### src/rtl/q_operand_fetch.sv
// q_operand_fetch: read side of the Q-learning update loop.
// For one transition (s, a, r, s') it reads Q(s,a), scans Q(s',0..N-1) for the
// float maximum, and presents {q, max_q, rt} with a one-cycle valid pulse.
// It then waits for the updated Q and writes it back to Q(s,a).
// Every output is a flop; the next value of each output is computed in the
// same combinational block that computes the next FSM state.
module q_operand_fetch #(
    parameter int DATA_WIDTH   = 32,
    parameter int STATE_WIDTH  = 4,
    parameter int ACTION_WIDTH = 2,
    parameter int NUM_ACTIONS  = 4
) (
    input  logic                                clk,
    input  logic                                rst,
    input  logic                                i_start,
    input  logic [STATE_WIDTH-1:0]              i_state,
    input  logic [ACTION_WIDTH-1:0]             i_action,
    input  logic [STATE_WIDTH-1:0]              i_next_state,
    input  logic [DATA_WIDTH-1:0]               i_reward,
    output logic                                o_busy,
    output logic                                o_rd_en,
    output logic [STATE_WIDTH+ACTION_WIDTH-1:0] o_rd_addr,
    input  logic [DATA_WIDTH-1:0]               i_rd_data,
    output logic [DATA_WIDTH-1:0]               o_q,
    output logic [DATA_WIDTH-1:0]               o_max_q,
    output logic [DATA_WIDTH-1:0]               o_rt,
    output logic                                o_valid,
    input  logic [DATA_WIDTH-1:0]               i_q_new,
    input  logic                                i_q_new_valid,
    output logic                                o_wr_en,
    output logic [STATE_WIDTH+ACTION_WIDTH-1:0] o_wr_addr,
    output logic [DATA_WIDTH-1:0]               o_wr_data,
    output logic                                o_done
);

    localparam int AW = STATE_WIDTH + ACTION_WIDTH;
    localparam logic [ACTION_WIDTH-1:0] LAST_IDX = ACTION_WIDTH'(NUM_ACTIONS - 1);

    typedef enum logic [2:0] {
        S_IDLE,
        S_FETCH,
        S_SCAN,
        S_DRAIN,
        S_EMIT,
        S_WAIT_WB,
        S_DONE
    } state_t;

    // Operands latched at accept; held stable for the whole transaction.
    typedef struct packed {
        logic [STATE_WIDTH-1:0]  s;
        logic [ACTION_WIDTH-1:0] a;
        logic [STATE_WIDTH-1:0]  sn;
        logic [DATA_WIDTH-1:0]   r;
    } req_t;

    state_t                  state_q, state_d;
    req_t                    req_q, req_d;
    logic [ACTION_WIDTH-1:0] idx_q, idx_d;
    logic [DATA_WIDTH-1:0]   q_acc_q, q_acc_d;
    logic [DATA_WIDTH-1:0]   max_acc_q, max_acc_d;
    logic                    max_vld_q, max_vld_d;
    logic [DATA_WIDTH-1:0]   fold;

    logic                    busy_q, busy_d;
    logic                    rd_en_q, rd_en_d;
    logic [AW-1:0]           rd_addr_q, rd_addr_d;
    logic [DATA_WIDTH-1:0]   q_out_q, q_out_d;
    logic [DATA_WIDTH-1:0]   max_out_q, max_out_d;
    logic [DATA_WIDTH-1:0]   rt_q, rt_d;
    logic                    valid_q, valid_d;
    logic                    wr_en_q, wr_en_d;
    logic [AW-1:0]           wr_addr_q, wr_addr_d;
    logic [DATA_WIDTH-1:0]   wr_data_q, wr_data_d;
    logic                    done_q, done_d;

    // True when cand is strictly greater than inc. Zero of either sign is
    // treated as non-negative so +0 and -0 compare equal; ties keep inc.
    function automatic logic fgt(input logic [DATA_WIDTH-1:0] inc,
                                 input logic [DATA_WIDTH-1:0] cand);
        logic inc_neg;
        logic cand_neg;
        inc_neg  = inc[DATA_WIDTH-1]  && (inc[DATA_WIDTH-2:0]  != '0);
        cand_neg = cand[DATA_WIDTH-1] && (cand[DATA_WIDTH-2:0] != '0);
        if (inc_neg != cand_neg)
            return inc_neg;
        else if (!inc_neg)
            return cand[DATA_WIDTH-2:0] > inc[DATA_WIDTH-2:0];
        else
            return cand[DATA_WIDTH-2:0] < inc[DATA_WIDTH-2:0];
    endfunction

    // Next-state, datapath and registered-output logic.
    always_comb begin
        state_d   = state_q;
        req_d     = req_q;
        idx_d     = idx_q;
        q_acc_d   = q_acc_q;
        max_acc_d = max_acc_q;
        max_vld_d = max_vld_q;
        busy_d    = busy_q;
        rd_en_d   = 1'b0;
        rd_addr_d = rd_addr_q;
        q_out_d   = q_out_q;
        max_out_d = max_out_q;
        rt_d      = rt_q;
        valid_d   = 1'b0;
        wr_en_d   = 1'b0;
        wr_addr_d = wr_addr_q;
        wr_data_d = wr_data_q;
        done_d    = 1'b0;

        // First returned scan word seeds the max; later words only replace it
        // when strictly greater.
        fold = (max_vld_q && !fgt(max_acc_q, i_rd_data)) ? max_acc_q : i_rd_data;

        case (state_q)
            S_IDLE: begin
                if (i_start) begin
                    req_d.s   = i_state;
                    req_d.a   = i_action;
                    req_d.sn  = i_next_state;
                    req_d.r   = i_reward;
                    busy_d    = 1'b1;
                    rd_en_d   = 1'b1;
                    rd_addr_d = {i_state, i_action};
                    state_d   = S_FETCH;
                end
            end
            S_FETCH: begin
                // Q(s,a) read is on the bus; queue the first scan read.
                rd_en_d   = 1'b1;
                rd_addr_d = {req_q.sn, {ACTION_WIDTH{1'b0}}};
                idx_d     = '0;
                max_vld_d = 1'b0;
                state_d   = S_SCAN;
            end
            S_SCAN: begin
                // Data returning now belongs to the read issued last cycle:
                // Q(s,a) on the first scan cycle, then Q(s',idx-1).
                if (idx_q == '0) begin
                    q_acc_d = i_rd_data;
                end else begin
                    max_acc_d = fold;
                    max_vld_d = 1'b1;
                end
                if (idx_q != LAST_IDX) begin
                    idx_d     = idx_q + ACTION_WIDTH'(1);
                    rd_en_d   = 1'b1;
                    rd_addr_d = {req_q.sn, idx_q + ACTION_WIDTH'(1)};
                end else begin
                    state_d = S_DRAIN;
                end
            end
            S_DRAIN: begin
                // Last scan word arrives; result goes straight to the outputs.
                max_acc_d = fold;
                max_vld_d = 1'b1;
                max_out_d = fold;
                q_out_d   = q_acc_q;
                rt_d      = req_q.r;
                valid_d   = 1'b1;
                state_d   = S_EMIT;
            end
            S_EMIT: begin
                // Updater cannot answer before it has seen o_valid.
                state_d = S_WAIT_WB;
            end
            S_WAIT_WB: begin
                if (i_q_new_valid) begin
                    wr_en_d   = 1'b1;
                    done_d    = 1'b1;
                    wr_addr_d = {req_q.s, req_q.a};
                    wr_data_d = i_q_new;
                    state_d   = S_DONE;
                end
            end
            S_DONE: begin
                // Write pulse is on the bus this cycle; drop busy next.
                busy_d  = 1'b0;
                state_d = S_IDLE;
            end
            default: begin
                state_d = S_IDLE;
                busy_d  = 1'b0;
            end
        endcase
    end

    // State and output registers; reset aborts any transaction with no write.
    always_ff @(posedge clk or posedge rst) begin
        if (rst) begin
            state_q   <= S_IDLE;
            req_q     <= '0;
            idx_q     <= '0;
            q_acc_q   <= '0;
            max_acc_q <= '0;
            max_vld_q <= 1'b0;
            busy_q    <= 1'b0;
            rd_en_q   <= 1'b0;
            rd_addr_q <= '0;
            q_out_q   <= '0;
            max_out_q <= '0;
            rt_q      <= '0;
            valid_q   <= 1'b0;
            wr_en_q   <= 1'b0;
            wr_addr_q <= '0;
            wr_data_q <= '0;
            done_q    <= 1'b0;
        end else begin
            state_q   <= state_d;
            req_q     <= req_d;
            idx_q     <= idx_d;
            q_acc_q   <= q_acc_d;
            max_acc_q <= max_acc_d;
            max_vld_q <= max_vld_d;
            busy_q    <= busy_d;
            rd_en_q   <= rd_en_d;
            rd_addr_q <= rd_addr_d;
            q_out_q   <= q_out_d;
            max_out_q <= max_out_d;
            rt_q      <= rt_d;
            valid_q   <= valid_d;
            wr_en_q   <= wr_en_d;
            wr_addr_q <= wr_addr_d;
            wr_data_q <= wr_data_d;
            done_q    <= done_d;
        end
    end

    assign o_busy    = busy_q;
    assign o_rd_en   = rd_en_q;
    assign o_rd_addr = rd_addr_q;
    assign o_q       = q_out_q;
    assign o_max_q   = max_out_q;
    assign o_rt      = rt_q;
    assign o_valid   = valid_q;
    assign o_wr_en   = wr_en_q;
    assign o_wr_addr = wr_addr_q;
    assign o_wr_data = wr_data_q;
    assign o_done    = done_q;

endmodule
### config.mk
export PLATFORM = sky130hd
export DESIGN_NAME = q_operand_fetch
export DESIGN_NICKNAME = d
export VERILOG_FILES = /design/src/rtl/q_operand_fetch.sv
export SDC_FILE = /design/constraint.sdc
export NUM_CORES = 1
export LEC_CHECK = 0
export BUFFER_PORTS_ARGS = -buffer_cell sky130_fd_sc_hd__clkbuf_2
export CORE_MARGIN = 3
export CORE_UTILIZATION = 25
export DETAILED_ROUTE_END_ITERATION = 6
export PLACE_DENSITY = 0.47
export SYNTH_ARGS = -nofsm -noshare
export SYNTH_HDL_FRONTEND = slang
export SYNTH_SLANG_ARGS = --single-unit
### constraint.sdc
create_clock -name clk -period 9.7 [get_ports clk]
set_input_delay 1.455 -clock clk [delete_from_list [all_inputs] [get_ports clk]]
set_output_delay 1.455 -clock clk [all_outputs]
set_load 0.005 [all_outputs]
## Word-level counts from Yosys, hierarchy flattened

Cells that the tools add are included.

| word-level totals | value |
|---|---|
| output and inout port bits | 145 |
| bits of input ports | 110 |
| word-level logic and storage cells | 81 |
| flip-flop bits (word level) | 256 |

| cells by class | value |
|---|---|
| reductions and logical operators | 22 |
| bitwise operators | 1 |
| $add $sub $neg | 1 |
| equality and inequality tests | 12 |
| order comparisons | 2 |
| mux-type cells | 24 |

Operators by type and width:

| kind | count |
|---|---|
| $mux 32 | 2 |
| $pmux 32 s2 | 1 |
| $reduce_bool 31->1 | 2 |
| $gt 31x31->1 | 1 |
| $lt 31x31->1 | 1 |
| $pmux 3 s6 | 1 |
| $pmux 6 s3 | 1 |
| $reduce_and 2->1 | 7 |
| $mux 6 | 2 |
| $ne 2x2->1 const B | 6 |
| $mux 1 | 9 |
| $mux 3 | 3 |
| $eq 3x2->1 const B | 2 |
| $eq 3x3->1 const B | 2 |
| $pmux 1 s3 | 2 |
| $reduce_and 3->1 | 2 |
| $reduce_bool 3->1 | 2 |
| $reduce_or 5->1 | 1 |
| $pmux 2 s2 | 1 |
| $reduce_bool 2->1 | 2 |
| $eq 3x1->1 const B | 1 |
| $logic_and 1x1->1 | 3 |
| $logic_not 3->1 | 1 |
| $add 2x1->2 const B | 1 |
| 6 further kinds | 6 |

## Depth between registers and ports, before layout

| depth | value |
|---|---|
| depth after elaboration | 9 |
| gate-level depth with buffers | 12 |
| depth with buffers taken out | 9 |

## Worst setup path after synthesis

OpenSTA, ideal clock, no wires.

| timing | value |
|---|---|
| path kind | input port to flip-flop |
| start point | in i_rd_data[13] |
| end point | reg max_acc_q[0] |
| path buffers | 3 |
| data arrival time | 3.531 ns |
| setup slack | 6.044 ns |
| data required time | 9.575 ns |
| setup time | 0.125 ns |
| stages | 10 |
| cell sequence | ha_1 > and4_1 > a221oi_2 > a21boi_1 > o21a_1 > buf_6 > or3_1 > buf_6 > buf_6 > mux2_4 |

| between the ends | value |
|---|---|
| cells in the longest elaborated chain, start to end | 9 |
| elaborated cells on any way between the ends | 12 |
| those cells by class | order compare: 2; eq/ne: 1; mux: 5; reduce/logical: 4 |

Ends and longest elaborated chain:

| item | line | RTL |
|---|---|---|
| start: declaration | 23 | `input logic [DATA_WIDTH-1:0] i_rd_data,` |
| parallel branches: the longest is 3 deep, another holds $gt 31x31->1 | - |  |
| $mux 1 * | 85 | `if (inc_neg != cand_neg)` |
| $logic_not 1->1 * | 115 | `fold = (max_vld_q && !fgt(max_acc_q, i_rd_data)) ? max_acc_q : i_rd_data;` |
| $logic_and 1x1->1 * | 115 |  |
| $mux 32 * | 115 |  |
| $mux 32 | 141 | `if (idx_q == '0) begin` |
| $pmux 32 s2 * | 117 | `case (state_q)` |
| end signal: assignment | 215 | `max_acc_q <= max_acc_d;` |
| end: declaration | 61 | `logic [DATA_WIDTH-1:0] max_acc_q, max_acc_d;` |

Every way passes the cells marked *. The select of a mux whose other input is x is not followed.
A chain may end at the register's enable or synchronous reset.

## Worst setup path in the final report

| timing | value |
|---|---|
| start point | in i_rd_data[29] |
| end point | reg max_acc_q[30] |

The elaborated chain is that of the path after synthesis.

==> out/results.txt <==
CTS tree = yes
Slew @ Worst Pin = 1.18 ns
IO Pins = 255
Max FO, Critical Path = 32
Reg2Reg Setup Slack = 6.17 ns
Sum Neg Setup Slack = 0 ns
Filler cells = 4,693
GRT Total Usage = 0.132
Clock buffer count from CTS = 30
P&R area growth vs syn = 24.2%
Slowest CP cell = or3_2
Top post-synthesis cells by area = dfrtp_1 (56%), nand2_1 (11%), mux2_2 (7.5%), mux2_4 (3.9%), ha_1 (3.6%)
Post-Syn Instances = 1,056
Routed Antenna Nets = 0
DRC viols = 0
Yosys reg bits = 256
Final max-slew violation count = 0
Endpoints failing setup = 0
Clock latency on the worst-skew pair = 0.57 ns
Die Area = 48,300 um^2
Delay-heaviest family, CP = simple AND/OR/NAND/NOR gates
Distinct cells, synth = 47
Drt pass-1 iters = 4
Design Power = 4.77 mW
Crit path DAT = 4.54 ns
Clock tree buffer depth = 3
Fin util = 0.317
Site Rows = 77
Hold Path Depth = 2
Worst hold slack = 0.452 ns
Via-to-Cell Ratio = 4.39
Final wirelength = 31.7 mm
Effective utilization at floorplan = 0.255
Tcrit/Tclk final = 0.421
Synthesized area = 11,400 um^2
Final Hold Vio Count = 0
Setup Skew = 0.0210 ns
Layout Cells excl Fill = 1,902
Most frequent cells in the layout = nand2_1 (320), dfrtp_1 (256), clkbuf_2 (254)
Max Cap Viol = 0
RSZ-0062 raised after global routing = no
Routed length per instance = 16.7 um
Post-layout instance area = 14,200 um^2
CP Buf/Inv Count = 1
Post-synth top area share = 0.561
PwrDens = 337 nW/um^2
Initial antenna violation count = 0
Worst-case reg-to-reg path depth = 9
Worst-path cell chain = clkbuf_2, ha_1, nand4_1, nor4_2, nand3_1, and2_1, a221oi_4, or3_2, mux2_2
Die Ht = 220 um
CTS root buf = clkbuf_16
# Post-CTS Setup Buffers = 0
Worst stage delay on the critical path = 0.87 ns
Clk sinks = 256
Critical path class = in2reg
1st-iter DRT viols = 287
Synth Flop Type = dfrtp_1
Cells after DPL = 1,852
Pin count of the biggest net entering global routing = 85
FFs w/ async S/R, synth = 1.00
Worst setup EP type = flip-flop
Placed Area = 13,200 um^2
YS warnings = 0
Mean Syn Cell Area = 10.8 um^2
Hold_sp = req_q[30]
Capturing point of the worst reg2reg path = max_acc_q[30]
Global-route wire length before repair = 50.6 mm
GRT overflow = 0
Core area = 44,700 um^2
IO buf count = 254
Vias = 8,342
Commonest non-fill, non-tap cell in the layout = nand2_1
H-tree levels = 1
Leakage = 7.05 nW
Cell taking the most area after synthesis = dfrtp_1
CTS-repair resized insts = 0
Post-DP HPWL = 21.6 mm
Worst Hold Class = reg2reg
Pre-CTS WS = 4.99 ns
Post-CTS Hold Fix Bufs = 0
Vias in the first global route = 8,752
Final worst path period need = 4.09 ns
CP startpoint kind = input port
Worst-path clk slew = 0.06 ns
Slew headroom = 0.211
Die span in x = 220 um
Seq/Total Area, Yosys = 0.561
Worst EP required = 10.15 ns
Final Net Count = 1,435
Share of layout cells above drive strength 1 = 0.347
GPL Wtd Cong = 0.733
WHS Endpoint = o_rt[30]
Final Worst Setup Slack = 5.61 ns
Worst VDD drop = 146 uV
Post-synth EDFFs = 0
Post-Syn Nets = 1,199
Fmax = 245 MHz
Origin of the critical flop-to-flop path = max_acc_q[25]
Status = finished clean
## per-layer routing
layer	share of wire	global-route usage	vias up
met1	0.43	0.170	4105
met2	0.48	0.219	199
li1	-	-	3999
met3	0.074	0.0427	39
met4	0.018	0.0251	0
met5	0	0	-
## registers in the layout, summed over array words and instances, names as in the netlist, 2 cells and up
name / flops
max_acc_q: 32
idx_q: 2
o_max_q: 32
o_rt: 32
req_q: 42
o_wr_data: 32
state_q: 3
o_rd_addr: 6
o_q: 32
q_acc_q: 32
o_wr_addr: 6
## power breakdown
group          leakage, nW  internal, mW  switching (mW)  total [mW]
registers             3.07          1.60           0.336        1.93
logic                 3.53         0.896           0.857        1.75
clock network        0.451         0.646           0.443        1.09
total                 7.05          3.14            1.64        4.77
## synthesized netlist by cell type (2+ instances only)
cell	count
nand2_1	321
dfrtp_1	256
mux2_2	76
clkbuf_1	43
inv_1	41
ha_1	33
o21a_1	33
or2_2	32
o31a_1	31
mux2_4	30
nor3b_1	30
a21oi_1	21
nor2_1	18
nor4_1	14
nand4_1	11
o21ai_0	11
buf_6	8
nor3_1	7
mux2i_1	5
buf_1	3
buf_4	3
nand3_1	3
buf_2	2
## cells by family (layout without fill, tap and decap cells)
kind of cell	Yosys count	after routing	share of synthesized area
other cells	0	1	0
buf+inv	100	353	0.0393
simple gates	443	443	0.172
xor+xnor	1	1	0.000767
compound gates	112	112	0.0722
mux	111	111	0.119
flops	256	256	0.561
fa+ha+maj	33	33	0.0362
## layout make-up
type | count | area (um^2) | area share
sequential | 256 | 6410 | 0.452
multi-input combinational | 700 | 4600 | 0.324
timing repair buffer | 263 | 1340 | 0.0944
clock buffer | 42 | 837 | 0.0590
tap | 592 | 741 | 0.0523
inverter | 41 | 163 | 0.0115
clock inverter | 7 | 91.3 | 0.00644
antenna | 1 | 2.50 | 0.000177
## how the worst max path moves through the flow
stage                       start            end  slack, ns  depth (start not counted)
finish              i_rd_data[29]  max_acc_q[30]       5.61                          9
global route        i_rd_data[26]  max_acc_q[31]       5.47                          9
CTS                 i_rd_data[30]  max_acc_q[31]       5.61                          9
detailed placement  i_rd_data[30]  max_acc_q[31]       4.99                          9
global placement    i_rd_data[30]  max_acc_q[30]       5.07                          9
floorplan                     rst       idx_q[0]       1.20                          1
## tightest hold or removal path, stage by stage (launching register included)
cell and delay (ns):
dfrtp_1 0.34, nand2_1 0.05, nand2_1 0.05
(Power assumes the default switching activity.)
